## src/rtl/mips_prog_loader.sv

```systemverilog
// Boot loader for pipe_MIPS32: parses a framed byte stream, writes 32-bit words
// into CPU memory and releases the CPU only after the frame checksum matches.
module mips_prog_loader #(
  parameter int          ADDR_W    = 10,
  parameter logic [7:0]  SYNC_BYTE = 8'hA5
) (
  input  logic              clk1,
  input  logic              rst_n,
  input  logic [7:0]        in_data,
  input  logic              in_valid,
  output logic              in_ready,
  output logic              mem_we,
  output logic [ADDR_W-1:0] mem_addr,
  output logic [31:0]       mem_wdata,
  output logic              cpu_run,
  output logic              busy,
  output logic              load_done,
  output logic              load_err,
  output logic [15:0]       words_loaded
);

  typedef enum logic [2:0] {S_IDLE, S_HDR, S_DATA, S_CKS, S_RUN} state_t;

  state_t              state_q, state_d;
  logic [1:0]          hcnt_q, hcnt_d;
  logic [1:0]          bcnt_q, bcnt_d;
  logic [15:0]         addr_q, addr_d;
  logic [15:0]         cnt_q, cnt_d;
  logic [15:0]         widx_q, widx_d;
  logic [23:0]         word_q, word_d;
  logic [7:0]          acc_q, acc_d;
  logic                we_q, we_d;
  logic [ADDR_W-1:0]   maddr_q, maddr_d;
  logic [31:0]         wdata_q, wdata_d;
  logic                run_q, run_d;
  logic                busy_q, busy_d;
  logic                done_q, done_d;
  logic                err_q, err_d;
  logic [15:0]         words_q, words_d;

  // Writes are at most one per four bytes, so the stream never needs throttling.
  assign in_ready     = 1'b1;
  assign mem_we       = we_q;
  assign mem_addr     = maddr_q;
  assign mem_wdata    = wdata_q;
  assign cpu_run      = run_q;
  assign busy         = busy_q;
  assign load_done    = done_q;
  assign load_err     = err_q;
  assign words_loaded = words_q;

  always_comb begin
    state_d = state_q;
    hcnt_d  = hcnt_q;
    bcnt_d  = bcnt_q;
    addr_d  = addr_q;
    cnt_d   = cnt_q;
    widx_d  = widx_q;
    word_d  = word_q;
    acc_d   = acc_q;
    we_d    = 1'b0;
    maddr_d = maddr_q;
    wdata_d = wdata_q;
    run_d   = run_q;
    busy_d  = busy_q;
    done_d  = 1'b0;
    err_d   = 1'b0;
    words_d = words_q;
    if (in_valid) begin
      case (state_q)
        S_IDLE, S_RUN: begin
          if (in_data == SYNC_BYTE) begin
            state_d = S_HDR;
            hcnt_d  = 2'd0;
            bcnt_d  = 2'd0;
            widx_d  = 16'd0;
            acc_d   = 8'd0;
            words_d = 16'd0;
            addr_d  = 16'd0;
            cnt_d   = 16'd0;
            busy_d  = 1'b1;
            run_d   = 1'b0;
          end
        end
        S_HDR: begin
          acc_d  = acc_q ^ in_data;
          hcnt_d = hcnt_q + 2'd1;
          case (hcnt_q)
            2'd0:    addr_d = {in_data, addr_q[7:0]};
            2'd1:    addr_d = {addr_q[15:8], in_data};
            2'd2:    cnt_d  = {in_data, cnt_q[7:0]};
            default: begin
              cnt_d   = {cnt_q[15:8], in_data};
              state_d = (cnt_d == 16'd0) ? S_CKS : S_DATA;
            end
          endcase
        end
        S_DATA: begin
          acc_d  = acc_q ^ in_data;
          word_d = {word_q[15:0], in_data};
          bcnt_d = bcnt_q + 2'd1;
          if (bcnt_q == 2'd3) begin
            we_d    = 1'b1;
            wdata_d = {word_q, in_data};
            // truncation gives the modulo-2^ADDR_W address wrap
            maddr_d = ADDR_W'(addr_q + widx_q);
            widx_d  = widx_q + 16'd1;
            words_d = widx_q + 16'd1;
            if (widx_q == cnt_q - 16'd1) state_d = S_CKS;
          end
        end
        S_CKS: begin
          busy_d = 1'b0;
          if (in_data == acc_q) begin
            done_d  = 1'b1;
            run_d   = 1'b1;
            state_d = S_RUN;
          end else begin
            err_d   = 1'b1;
            run_d   = 1'b0;
            state_d = S_IDLE;
          end
        end
        default: state_d = S_IDLE;
      endcase
    end
  end

  always_ff @(posedge clk1 or negedge rst_n) begin
    if (!rst_n) begin
      state_q <= S_IDLE;
      hcnt_q  <= 2'd0;
      bcnt_q  <= 2'd0;
      addr_q  <= 16'd0;
      cnt_q   <= 16'd0;
      widx_q  <= 16'd0;
      word_q  <= 24'd0;
      acc_q   <= 8'd0;
      we_q    <= 1'b0;
      maddr_q <= '0;
      wdata_q <= 32'd0;
      run_q   <= 1'b0;
      busy_q  <= 1'b0;
      done_q  <= 1'b0;
      err_q   <= 1'b0;
      words_q <= 16'd0;
    end else begin
      state_q <= state_d;
      hcnt_q  <= hcnt_d;
      bcnt_q  <= bcnt_d;
      addr_q  <= addr_d;
      cnt_q   <= cnt_d;
      widx_q  <= widx_d;
      word_q  <= word_d;
      acc_q   <= acc_d;
      we_q    <= we_d;
      maddr_q <= maddr_d;
      wdata_q <= wdata_d;
      run_q   <= run_d;
      busy_q  <= busy_d;
      done_q  <= done_d;
      err_q   <= err_d;
      words_q <= words_d;
    end
  end

endmodule

```

## config.mk

```make
export PLATFORM = sky130hd
export DESIGN_NAME = mips_prog_loader
export DESIGN_NICKNAME = d
export VERILOG_FILES = /design/src/rtl/mips_prog_loader.sv
export SDC_FILE = /design/constraint.sdc
export NUM_CORES = 1
export LEC_CHECK = 0
export ABC_AREA = 1
export CORE_MARGIN = 4
export CORE_UTILIZATION = 45
export CTS_CLUSTER_SIZE = 25
export DETAILED_ROUTE_END_ITERATION = 10
export GPL_TIMING_DRIVEN = 1
export PLACE_DENSITY = 0.66
export SLEW_MARGIN = 25
export SYNTH_ARGS = -nofsm -noshare
export SYNTH_HDL_FRONTEND = slang
export SYNTH_SLANG_ARGS = --single-unit
```

## constraint.sdc

```tcl
create_clock -name clk1 -period 2.4 [get_ports clk1]
set_clock_uncertainty 0.1 [all_clocks]
set_input_delay 0.48 -clock clk1 [delete_from_list [all_inputs] [get_ports clk1]]
set_output_delay 0.48 -clock clk1 [all_outputs]
set_load 0.01 [all_outputs]
```

---- After elaboration in Yosys (flattened, before gate mapping) ----
Index checks and enable logic that the tools add are counted.
Widths: inputs -> output; s select.
word-level totals
  flip-flop bits (word level) ............. 128
  output and inout port bits .............. 64
  word-level logic and storage cells ...... 99
cells by class
  add/sub/neg operators ................... 5
  equal/unequal tests ..................... 21
  multiplexer cells ....................... 32
  bitwise gates (word level) .............. 1
  reduce and logical (&&, ||, !) cells .... 23
operator list
  kind                   number
  $pmux 16 s2            3
  $pmux 10 s2            2
  $mux 16                2
  $reduce_and 5->1       5
  $ne 2x2->1 const B     11
  $add 16x1->16 const B  1
  $eq 16x16->1           1
  $logic_not 16->1       1
  $pmux 8 s2             1
  $sub 16x1->16 const B  1
  $mux 3                 5
  $reduce_and 3->1       5
  $mux 1                 12
  $pmux 3 s4             1
  $add 10x10->10         1
  $eq 8x8->1             1
  $eq 8x8->1 const B     1
  $mux 8                 1
  $pmux 2 s2             2
  $reduce_bool 2->1      4
  $xor 8x8->8            1
  $eq 3x2->1 const B     2
  $reduce_or 2->1        3
  $add 2x1->2 const B    2
  11 further kinds       13

---- Longest topological paths before layout ----
Gate-level depths: netlist of the first run.
  depth after elaboration ................. 5
  depth in mapped cells ................... 16
  gate-level depth less buffers ........... 16

---- Least setup slack after synthesis of the first run ----
Ideal clock, no wire load.
  path type ............................... reg2reg
  from .................................... register words_loaded[0] (netlist name)
  to ...................................... register maddr_q[6] (netlist: mem_addr[6])
  setup time .............................. 0.132 ns
  data arrival time ....................... 1.692 ns
  data required time ...................... 2.168 ns
  slack ................................... 0.476 ns
  cell stages (with the launch flop) ...... 10
  buffers on the path ..................... 0
  period minus slack after synthesis ...... 1.924 ns
  cell sequence ........................... dfrtp_1 ha_1 inv_1 fa_1 o21ai_1 nand2_1 nand2_1 a21oi_1 xor2_1 o21ai_1
RTL lines
  element               RTL line  source
  to (signal assigned)  157       maddr_q <= maddr_d;
  to (decl)             33        logic [ADDR_W-1:0] maddr_q, maddr_d;

---- Final worst setup path of the first run ----
  from .................................... register words_q[8] (netlist: words_loaded[8])
  to ...................................... output words_loaded[8]
RTL lines
  element                 RTL line  source
  from (decl)             39        logic [15:0] words_q, words_d;
  from (signal assigned)  163       words_q <= words_d;
  to (decl)               19        output logic [15:0] words_loaded
No word-level cell between the ends.

==> results of run 1 <==
[path summary, 6_finish.rpt]
check	from	end	cells past startpoint
max in group asynchronous	rst_n	mem_wdata[31]	3
worst min register to register	word_q[11]	word_q[19]	2
min in group asynchronous	rst_n	mem_addr[5]	2
worst min-delay path	word_q[11]	word_q[19]	2
worst max register to register	cnt_q[0]	state_q[1]	15
worst max-delay path	words_loaded[8]	words_loaded[8]	1
[state kept, by name, indices dropped and copies added (netlist names), 2 cells and up]
register	cells
word_q	24
mem_addr	10
bcnt_q	2
state_q	3
acc_q	8
mem_wdata	32
cnt_q	16
hcnt_q	2
words_loaded	16
addr_q	10
[metrics by stage]
stage                     hold slack, ns  total power, mW  utilization  cell area [um2]
after floorplan                   0.0844             5.69            -             6580
after global placement             0.359             6.79        0.543             7660
after detailed placement           0.366             6.95        0.543             7660
after CTS                          0.378             9.43        0.584             8230
after global routing               0.411             10.1        0.584             8240
final                              0.378             9.43        0.584             8240
[power by group]
group          leakage [nW]  internal (mW)  total (mW)  switching, mW
logic                  1.93           1.48        3.75           2.27
clock network         0.268           1.44        2.43          0.997
registers              1.65           2.77        3.25          0.476
total                  3.86           5.69        9.43           3.74
[layout make-up]
cell class	count	area [um2]	share of cell area
clock buffers	18	429	0.0521
clock inverters	14	133	0.0161
inverters	85	319	0.0387
multi-input cells	568	2930	0.356
flip-flops and latches	128	3200	0.389
well taps	180	225	0.0273
repair buffers	105	996	0.121
[cells in the final DEF (no fill, tap or decap), drive strengths merged, types with 2 or more instances in the layout]
cell and count:
nor3 7, nand3 62, nand3b 3, nor2 44, clkinv 9, clkdlybuf4s50 72, nand2 222, ha 16
or2 17, dfrtp 128, o21bai 2, o21ai 117, a21oi 10, nand4 7, clkbuf 18, nor4 10
xnor2 10, xor2 30, buf 32, clkinvlp 3, inv 86
[logic make-up (layout without fill, tap and decap cells)]
family	after synthesis	count (layout)	synth area share
xor+xnor	40	40	0.0532
fa+ha+maj	17	17	0.0334
flops	128	128	0.487
other cells	1	1	0.000570
simple gates	373	373	0.247
compound gates	137	137	0.110
buf+inv	115	222	0.0690
[timing repair]
action,CTS,global route
resized for setup,0,2
hold buffers,1,0
endpoints found under the hold margin,35,0
endpoints found under the setup margin,0,3
[layer usage]
metal / track usage / vias to the layer above / routed length [um]
li1: - / 2812 / -
met1: 0.285 / 2772 / 7600
met2: 0.355 / 187 / 8220
met3: 0.0535 / 30 / 984
met4: 0.0766 / 0 / 352
met5: 0 / - / 0
==> impl_metrics.json, run 1 <==
{
  "ys_top_cells_by_count": "nand2_1, dfrtp_1, o21ai_1",
  "grt_pass1_vias": 5812,
  "path_cells": "clkdlybuf4s50_1",
  "synth_area_um2": 6580,
  "syn_nets": 839,
  "fillers": 1272,
  "dpl.hpwl_um": 12300,
  "num_vias": 5801,
  "ir_drop_mv": 0.650,
  "synth.distinct_cells": 43,
  "initial_core_util": 0.467,
  "tightest_slew_ns": 0.527,
  "worstSetupPathType": "reg -> out",
  "drc": 0,
  "period_needed_ns": 2.19,
  "drive_above_1_share": 0.105,
  "wl_per_cell_um": 15.6,
  "cts_buffers": 17,
  "rows": 43,
  "crit_path_max_incr_delay_ns": 0.62,
  "portBuffers": 73,
  "ys.flop_type": "dfrtp_1",
  "yosysMostFrequentCell": "nand2_1",
  "overflow": 0,
  "syn_to_final_growth_pct": 25.1,
  "die_area_um2": 16600,
  "fin_ws_ns": 0.207,
  "core_um2": 14100,
  "timing.slew.headroom": 0.646,
  "diodes": 0,
  "io_pins": 75,
  "synth.area.top_cells": "dfrtp_1, nand2_1, o21ai_1, nand3_1, xor2_1",
  "gp_congestion": 0.931,
  "reg2reg_slack_ns": 0.25,
  "cts_buffer_depth": 2,
  "fin_nets": 933,
  "track_usage": 0.218,
  "post-place-ws_ns": -0.135,
  "layoutNonFillerInstCount": 1098,
  "routed_via_density": 5.28,
  "cp_max_fo": 8,
  "hold_class": "reg -> reg",
  "cts-htree-levels": 4,
  "yosysTopAreaCell": "dfrtp_1",
  "cp.buffers_inverters": 1,
  "power_leakage_nw": 3.86,
  "worstSkewPairLatency_ns": 0.42,
  "start_kind": "flop",
  "postSynth.asyncResetShare": 1.00,
  "synth_top_area_frac": 0.487,
  "die-width_um": 129,
  "worstPathRequired_ns": 1.82,
  "rsz0062_at_grt": "no",
  "outcome": "finished clean",
  "setup_viol": 0,
  "p_per_area_nw_per_um2": 1140,
  "syn_avg_cell_area_um2": 8.12,
  "synth_seq_cells": 128,
  "hold_viol_final": 0,
  "cpLargestDelayFamily": "buffers and inverters",
  "slew_viol_final": 0,
  "clockRootBuffer": "clkbuf_16",
  "critPathCaptureType": "primary output",
  "syn_inst": 811,
  "drtIter0Drc": 383,
  "first_pass_iters": 6,
  "grt_pass1_wl_um": 28500,
  "cts_tree": "built",
  "cap_violations": 0,
  "setup_tns_ns": 0,
  "postRouteAntennaNets": 0,
  "grt_max_degree": 50,
  "antenna_found_initial": 0,
  "cts.sinks": 128,
  "routed_wl_um": 17200,
  "yosysWarningCount": 0,
  "fmax_mhz": 456,
  "yosysSeqAreaShare": 0.487,
  "postCtsSetupBuffers": 0,
  "die_h_um": 129,
  "synth_edf_count": 0,
  "place_inst": 1065,
  "clk_pin_slew_ns": 0.06,
  "worst-endpoint-arrival_ns": 1.61,
  "crit_slowest_cell": "clkdlybuf4s50_1",
  "fin_crit_sh": 0.914
}
Note: power is estimated with default switching activity, not from simulation.
==> run 2: changes to the inputs <==
--- a/config.mk
+++ b/config.mk
@@ -12,7 +12,8 @@
 export DETAILED_ROUTE_END_ITERATION = 10
 export GPL_TIMING_DRIVEN = 1
 export PLACE_DENSITY = 0.66
-export SLEW_MARGIN = 25
+export RECOVER_POWER = 100
+export SLEW_MARGIN = 30
 export SYNTH_ARGS = -nofsm -noshare
 export SYNTH_HDL_FRONTEND = slang
 export SYNTH_SLANG_ARGS = --single-unit
==> run 2 against run 1 <==
Against the previous run:
- final cell count did not move
- count of clock-buffer cells in the layout did not move
- non-clock buffer count unchanged
- global-route usage stayed put
- power shrank 1.9%
- die area stayed put
- critical path depth is 9 higher
- first-iteration DRC count down 9.7%
- utilization fell by 0.39 points
- register-to-register slack about the same
- sequential cell count did not move
==> impl_metrics.json, run 2 (same netlist as run 1, synthesis figures left out) <==
{
  "period_needed_ns": 2.29,
  "regArea_um2": 3200,
  "cts-htree-levels": 4,
  "cts_buffer_depth": 2,
  "grt_pass1_vias": 5812,
  "grt_pass1_wl_um": 28500,
  "worstSetupPathType": "in -> reg",
  "fillers": 1287,
  "first_pass_iters": 5,
  "largest_reg_flops": 32,
  "cts_buffers": 17,
  "reg2reg_from": "state_q[1]",
  "postRouteAntennaNets": 0,
  "endpoint": "addr_q[8]",
  "clk_pin_slew_ns": 0.06,
  "clockRootBuffer": "clkbuf_16",
  "slew_viol_final": 0,
  "cp.buffers_inverters": 3,
  "worst-endpoint-arrival_ns": 2.53,
  "cap_violations": 0,
  "p_per_area_nw_per_um2": 1130,
  "drive_above_1_share": 0.0980,
  "fin_ws_ns": 0.107,
  "reg2reg_depth": 9,
  "critPathCaptureType": "flop",
  "fmax_mhz": 436,
  "gp_congestion": 0.931,
  "final_cell_mix": "nand2_1, dfrtp_1, o21ai_0",
  "worstSkewPairLatency_ns": 0.42,
  "power_leakage_nw": 3.96,
  "crit_path_start": "in_data[2]",
  "path_cells": "dlygate4sd3_1, nand4_1, nor3_1, o21ai_2, inv_1, nand2_1, buf_4, a21oi_1, nand3_1, o21ai_1",
  "drc": 0,
  "worstPathRequired_ns": 2.64,
  "outcome": "finished clean",
  "hold_class": "reg -> reg",
  "post-place-ws_ns": -0.135,
  "hold_viol_final": 0,
  "start_kind": "primary input",
  "cts_tree": "built",
  "routed_via_density": 5.29,
  "num_vias": 5809,
  "overflow": 0,
  "syn_to_final_growth_pct": 24.3,
  "rsz0062_at_grt": "no",
  "cpLargestDelayFamily": "buffers and inverters",
  "cp_max_fo": 10,
  "fin_crit_sh": 0.955,
  "tightest_slew_ns": 0.991,
  "timing.slew.headroom": 0.340,
  "portBuffers": 73,
  "postCtsSetupBuffers": 0,
  "rows": 43,
  "cp.depth": 10,
  "track_usage": 0.218,
  "wl_per_cell_um": 15.5,
  "antenna_found_initial": 0,
  "crit_slowest_cell": "dlygate4sd3_1",
  "layout_commonest_cell": "nand2_1",
  "core_um2": 14100,
  "diodes": 0,
  "initial_core_util": 0.467,
  "die_area_um2": 16600,
  "fin_nets": 933,
  "multi_input_area_um2": 2920,
  "setup_viol": 0,
  "reg2reg_slack_ns": 0.25,
  "reg2reg_to": "mem_wdata[3]",
  "routed_wl_um": 17000,
  "io_pins": 75,
  "grt_max_degree": 50,
  "ir_drop_mv": 0.644,
  "whs_path_depth": 2,
  "crit_path_max_incr_delay_ns": 0.59,
  "cts.sinks": 128,
  "drtIter0Drc": 346,
  "setup_tns_ns": 0,
  "die-width_um": 129,
  "die_h_um": 129,
  "whs_ns": 0.379,
  "dpl.hpwl_um": 12300
}
run 2: cell count changes in the layout (fill, tap and decap cells not counted), moves of 4 or more:
cell,change
clkdlybuf4s50_1,-64
clkbuf_2,+4
o21ai_0,+67
buf_4,-6
dlygate4sd3_1,+64
o21ai_1,-67
run 2: through the flow:
| stage | area (um2) | total power, mW | instances | util |
|---|---|---|---|---|
| floorplan | 6580 | 5.69 | 811 | - |
| global placement | 7660 | 6.79 | 1065 | 0.543 |
| detailed placement | 7660 | 6.95 | 1065 | 0.543 |
| CTS | 8230 | 9.43 | 1098 | 0.584 |
| global route | 8180 | 9.97 | 1098 | 0.580 |
| finish | 8180 | 9.25 | 1098 | 0.580 |
run 2: cell type report:
class                           instances  share of cell area
Timing Repair Buffer                  105               0.117
Inverter                               85              0.0390
Tap cell                              180              0.0275
Clock buffer                           18              0.0525
Multi-Input combinational cell        568               0.357
Sequential cell                       128               0.391
Clock inverter                         14              0.0162
run 2: worst reg2reg max path, delay by kind of cell (launching register included):
kind	cells	cell delay, ns
simple gates	4	0.73
buf+inv	4	0.51
compound gates	1	0.27
flops	1	0.45
run 2: worst min-delay path by stage:
stage,from,end,slack (ns)
CTS,word_q[11],word_q[19],0.38
finish,word_q[11],word_q[19],0.38
floorplan,rst_n,acc_q[0],0.08
detailed placement,word_q[11],word_q[19],0.37
global placement,mem_addr[0],mem_addr[0],0.36
global route,mem_wdata[6],mem_wdata[6],0.41
run 2: repair_timing:
action / in CTS / in global routing
endpoints found under the setup margin: 0 / 3
hold buffers: 1 / 0
gates resized for setup: 0 / 2
hold endpoints to repair: 35 / 0
run 2: where the power goes:
group          total [mW]  internal [mW]  switching (mW)
Sequential           3.23           2.77           0.464
Clock                2.43           1.44           0.997
Combinational        3.58           1.37            2.21
run 2: per-layer routing:
metal,part of all wire,track usage,up-vias
met5,0,0,-
met4,0.020,0.0766,0
met3,0.055,0.0535,31
met2,0.48,0.355,184
met1,0.44,0.285,2780
li1,-,-,2814
==> run 3: changes to the inputs <==
--- a/config.mk
+++ b/config.mk
@@ -6,7 +6,7 @@
 export NUM_CORES = 1
 export LEC_CHECK = 0
 export ABC_AREA = 1
-export CORE_MARGIN = 4
+export CORE_MARGIN = 10
 export CORE_UTILIZATION = 45
 export CTS_CLUSTER_SIZE = 25
 export DETAILED_ROUTE_END_ITERATION = 10
==> run 3 against run 2 <==
Against the previous run:
- final cell count rose by 0.18%
- sequential power barely moved
- critical endpoint is now words_loaded[8]
- via count shrank 4.1%
- global-route usage fell by 4.8 points
- combinational power about the same
- first-iteration DRC count unchanged
- sequential cell count did not move
- die area increased by 19%
==> impl_metrics.json, run 3 (same netlist as run 1, synthesis figures left out) <==
{
  "outcome": "finished clean",
  "reg2reg_depth": 10,
  "regArea_um2": 3200,
  "final_cell_mix": "nand2_1, dfrtp_1, o21ai_0",
  "clockRootBuffer": "clkbuf_16",
  "fin_crit_sh": 0.934,
  "cts_buffers": 17,
  "setup_viol": 0,
  "cpLargestDelayFamily": "buffers and inverters",
  "power_leakage_nw": 3.97,
  "path_cells": "dlygate4sd3_1",
  "syn_to_final_growth_pct": 24.9,
  "power_frac_seq": 0.343,
  "grt_pass1_wl_um": 27200,
  "grt_max_degree": 56,
  "start_kind": "flop",
  "worstPathRequired_ns": 1.82,
  "core_um2": 14400,
  "initial_core_util": 0.456,
  "clock_power_share": 0.273,
  "p_per_area_nw_per_um2": 1140,
  "rows": 44,
  "dpl.hpwl_um": 11800,
  "routed_via_density": 5.06,
  "cts_buffer_depth": 2,
  "fin_nets": 932,
  "hold_class": "reg -> reg",
  "crit_path_max_incr_delay_ns": 0.67,
  "place_inst": 1068,
  "cp_max_fo": 8,
  "num_vias": 5569,
  "reg2reg_to": "mem_wdata[19]",
  "worstSetupPathType": "reg -> out",
  "p_int_mw": 5.72,
  "overflow": 0,
  "switchingPower_mw": 3.64,
  "fillers": 1320,
  "worst-endpoint-arrival_ns": 1.66,
  "swShare": 0.389,
  "drtIter0Drc": 346,
  "diodes": 0,
  "crit_slowest_cell": "dlygate4sd3_1",
  "cts-htree-levels": 4,
  "reg2reg_slack_ns": 0.26,
  "gp_congestion": 0.892,
  "ir_drop_mv": 0.574,
  "cts_tree": "built",
  "multi_input_area_um2": 2930,
  "slew_viol_final": 0,
  "whs_path_depth": 2,
  "grt_pass1_vias": 5430,
  "drive_above_1_share": 0.0993,
  "postRouteAntennaNets": 0,
  "timing.slew.headroom": 0.516,
  "layoutNonFillerInstCount": 1100,
  "hold_viol_final": 0,
  "comb_power_share": 0.384,
  "tightest_slew_ns": 0.727,
  "die-width_um": 141,
  "antenna_found_initial": 0,
  "worstSkewPairLatency_ns": 0.43,
  "layout_commonest_cell": "nand2_1",
  "portBuffers": 73,
  "cap_violations": 0,
  "rsz0062_at_grt": "no",
  "fmax_mhz": 446,
  "die_h_um": 141,
  "period_needed_ns": 2.24,
  "drc": 0,
  "critPathCaptureType": "primary output",
  "routed_wl_um": 16400,
  "wl_per_cell_um": 14.9,
  "track_usage": 0.170,
  "largest_reg_flops": 32,
  "io_pins": 75,
  "clk_pin_slew_ns": 0.06,
  "cp.buffers_inverters": 1,
  "whs_ns": 0.366,
  "cp.depth": 1,
  "reg2reg_from": "state_q[1]",
  "cts.sinks": 128,
  "die_area_um2": 19900,
  "first_pass_iters": 4,
  "min_to": "mem_addr[0]",
  "postCtsSetupBuffers": 0,
  "finalPower_mw": 9.36,
  "hp-start": "mem_addr[0]"
}
-- run 3: worst max path at each step --
stage	from	endpoint	slack [ns]
floorplan	words_loaded[0]	mem_addr[6]	0.48
global route	cnt_q[0]	state_q[0]	0.03
finish	words_loaded[8]	words_loaded[8]	0.16
detailed placement	in_data[4]	cnt_q[12]	-0.13
CTS	words_loaded[8]	words_loaded[8]	0.19
global placement	in_data[1]	cnt_q[15]	-0.02
-- run 3: tightest hold or removal path, cell delays in order, from the launching register on --
cell	delay (ns)
dfrtp_1	0.34
nand2_1	0.05
nand2_1	0.04
-- run 3: what timing repair did --
item                                    CTS  global route
hold buffers                              1             0
endpoints found under the setup margin    0             3
hold endpoints to repair                 28             0
resized for setup                         0             5
-- run 3: per-stage QoR --
| step | utilization | setup WS, ns | TNS (ns) | instance area, um2 |
|---|---|---|---|---|
| final | 0.570 | 0.158 | 0 | 8220 |
| after floorplan | - | 0.476 | 0 | 6580 |
| after global routing | 0.570 | 0.0316 | 0 | 8220 |
| after CTS | 0.573 | 0.188 | 0 | 8260 |
| after global placement | 0.532 | -0.0151 | -0.111 | 7670 |
| after detailed placement | 0.532 | -0.127 | -2.74 | 7670 |
-- run 3: layer usage --
| metal | global-route usage | part of all wire | up-vias |
|---|---|---|---|
| met5 | 0 | 0 | - |
| met4 | 0.0636 | 0.015 | 0 |
| met3 | 0.0474 | 0.056 | 23 |
| met2 | 0.259 | 0.46 | 122 |
| met1 | 0.225 | 0.47 | 2611 |
| li1 | - | - | 2813 |
-- run 3: power by group through the flow --
stage | combinational, mW | clock (mW) | sequential [mW]
floorplan | 2.45 | 0 | 3.24
global placement | 3.65 | 0 | 3.24
detailed placement | 3.71 | 0 | 3.25
CTS | 3.73 | 2.61 | 3.22
global route | 4.16 | 2.70 | 3.29
finish | 3.59 | 2.56 | 3.21
-- run 3: layout make-up --
| class | count | area share |
|---|---|---|
| Tap cell | 184 | 0.0280 |
| Timing Repair Buffer | 104 | 0.116 |
| Clock inverter | 14 | 0.0192 |
| Inverter | 85 | 0.0388 |
| Multi-Input combinational cell | 568 | 0.356 |
| Clock buffer | 17 | 0.0518 |
| Sequential cell | 128 | 0.390 |
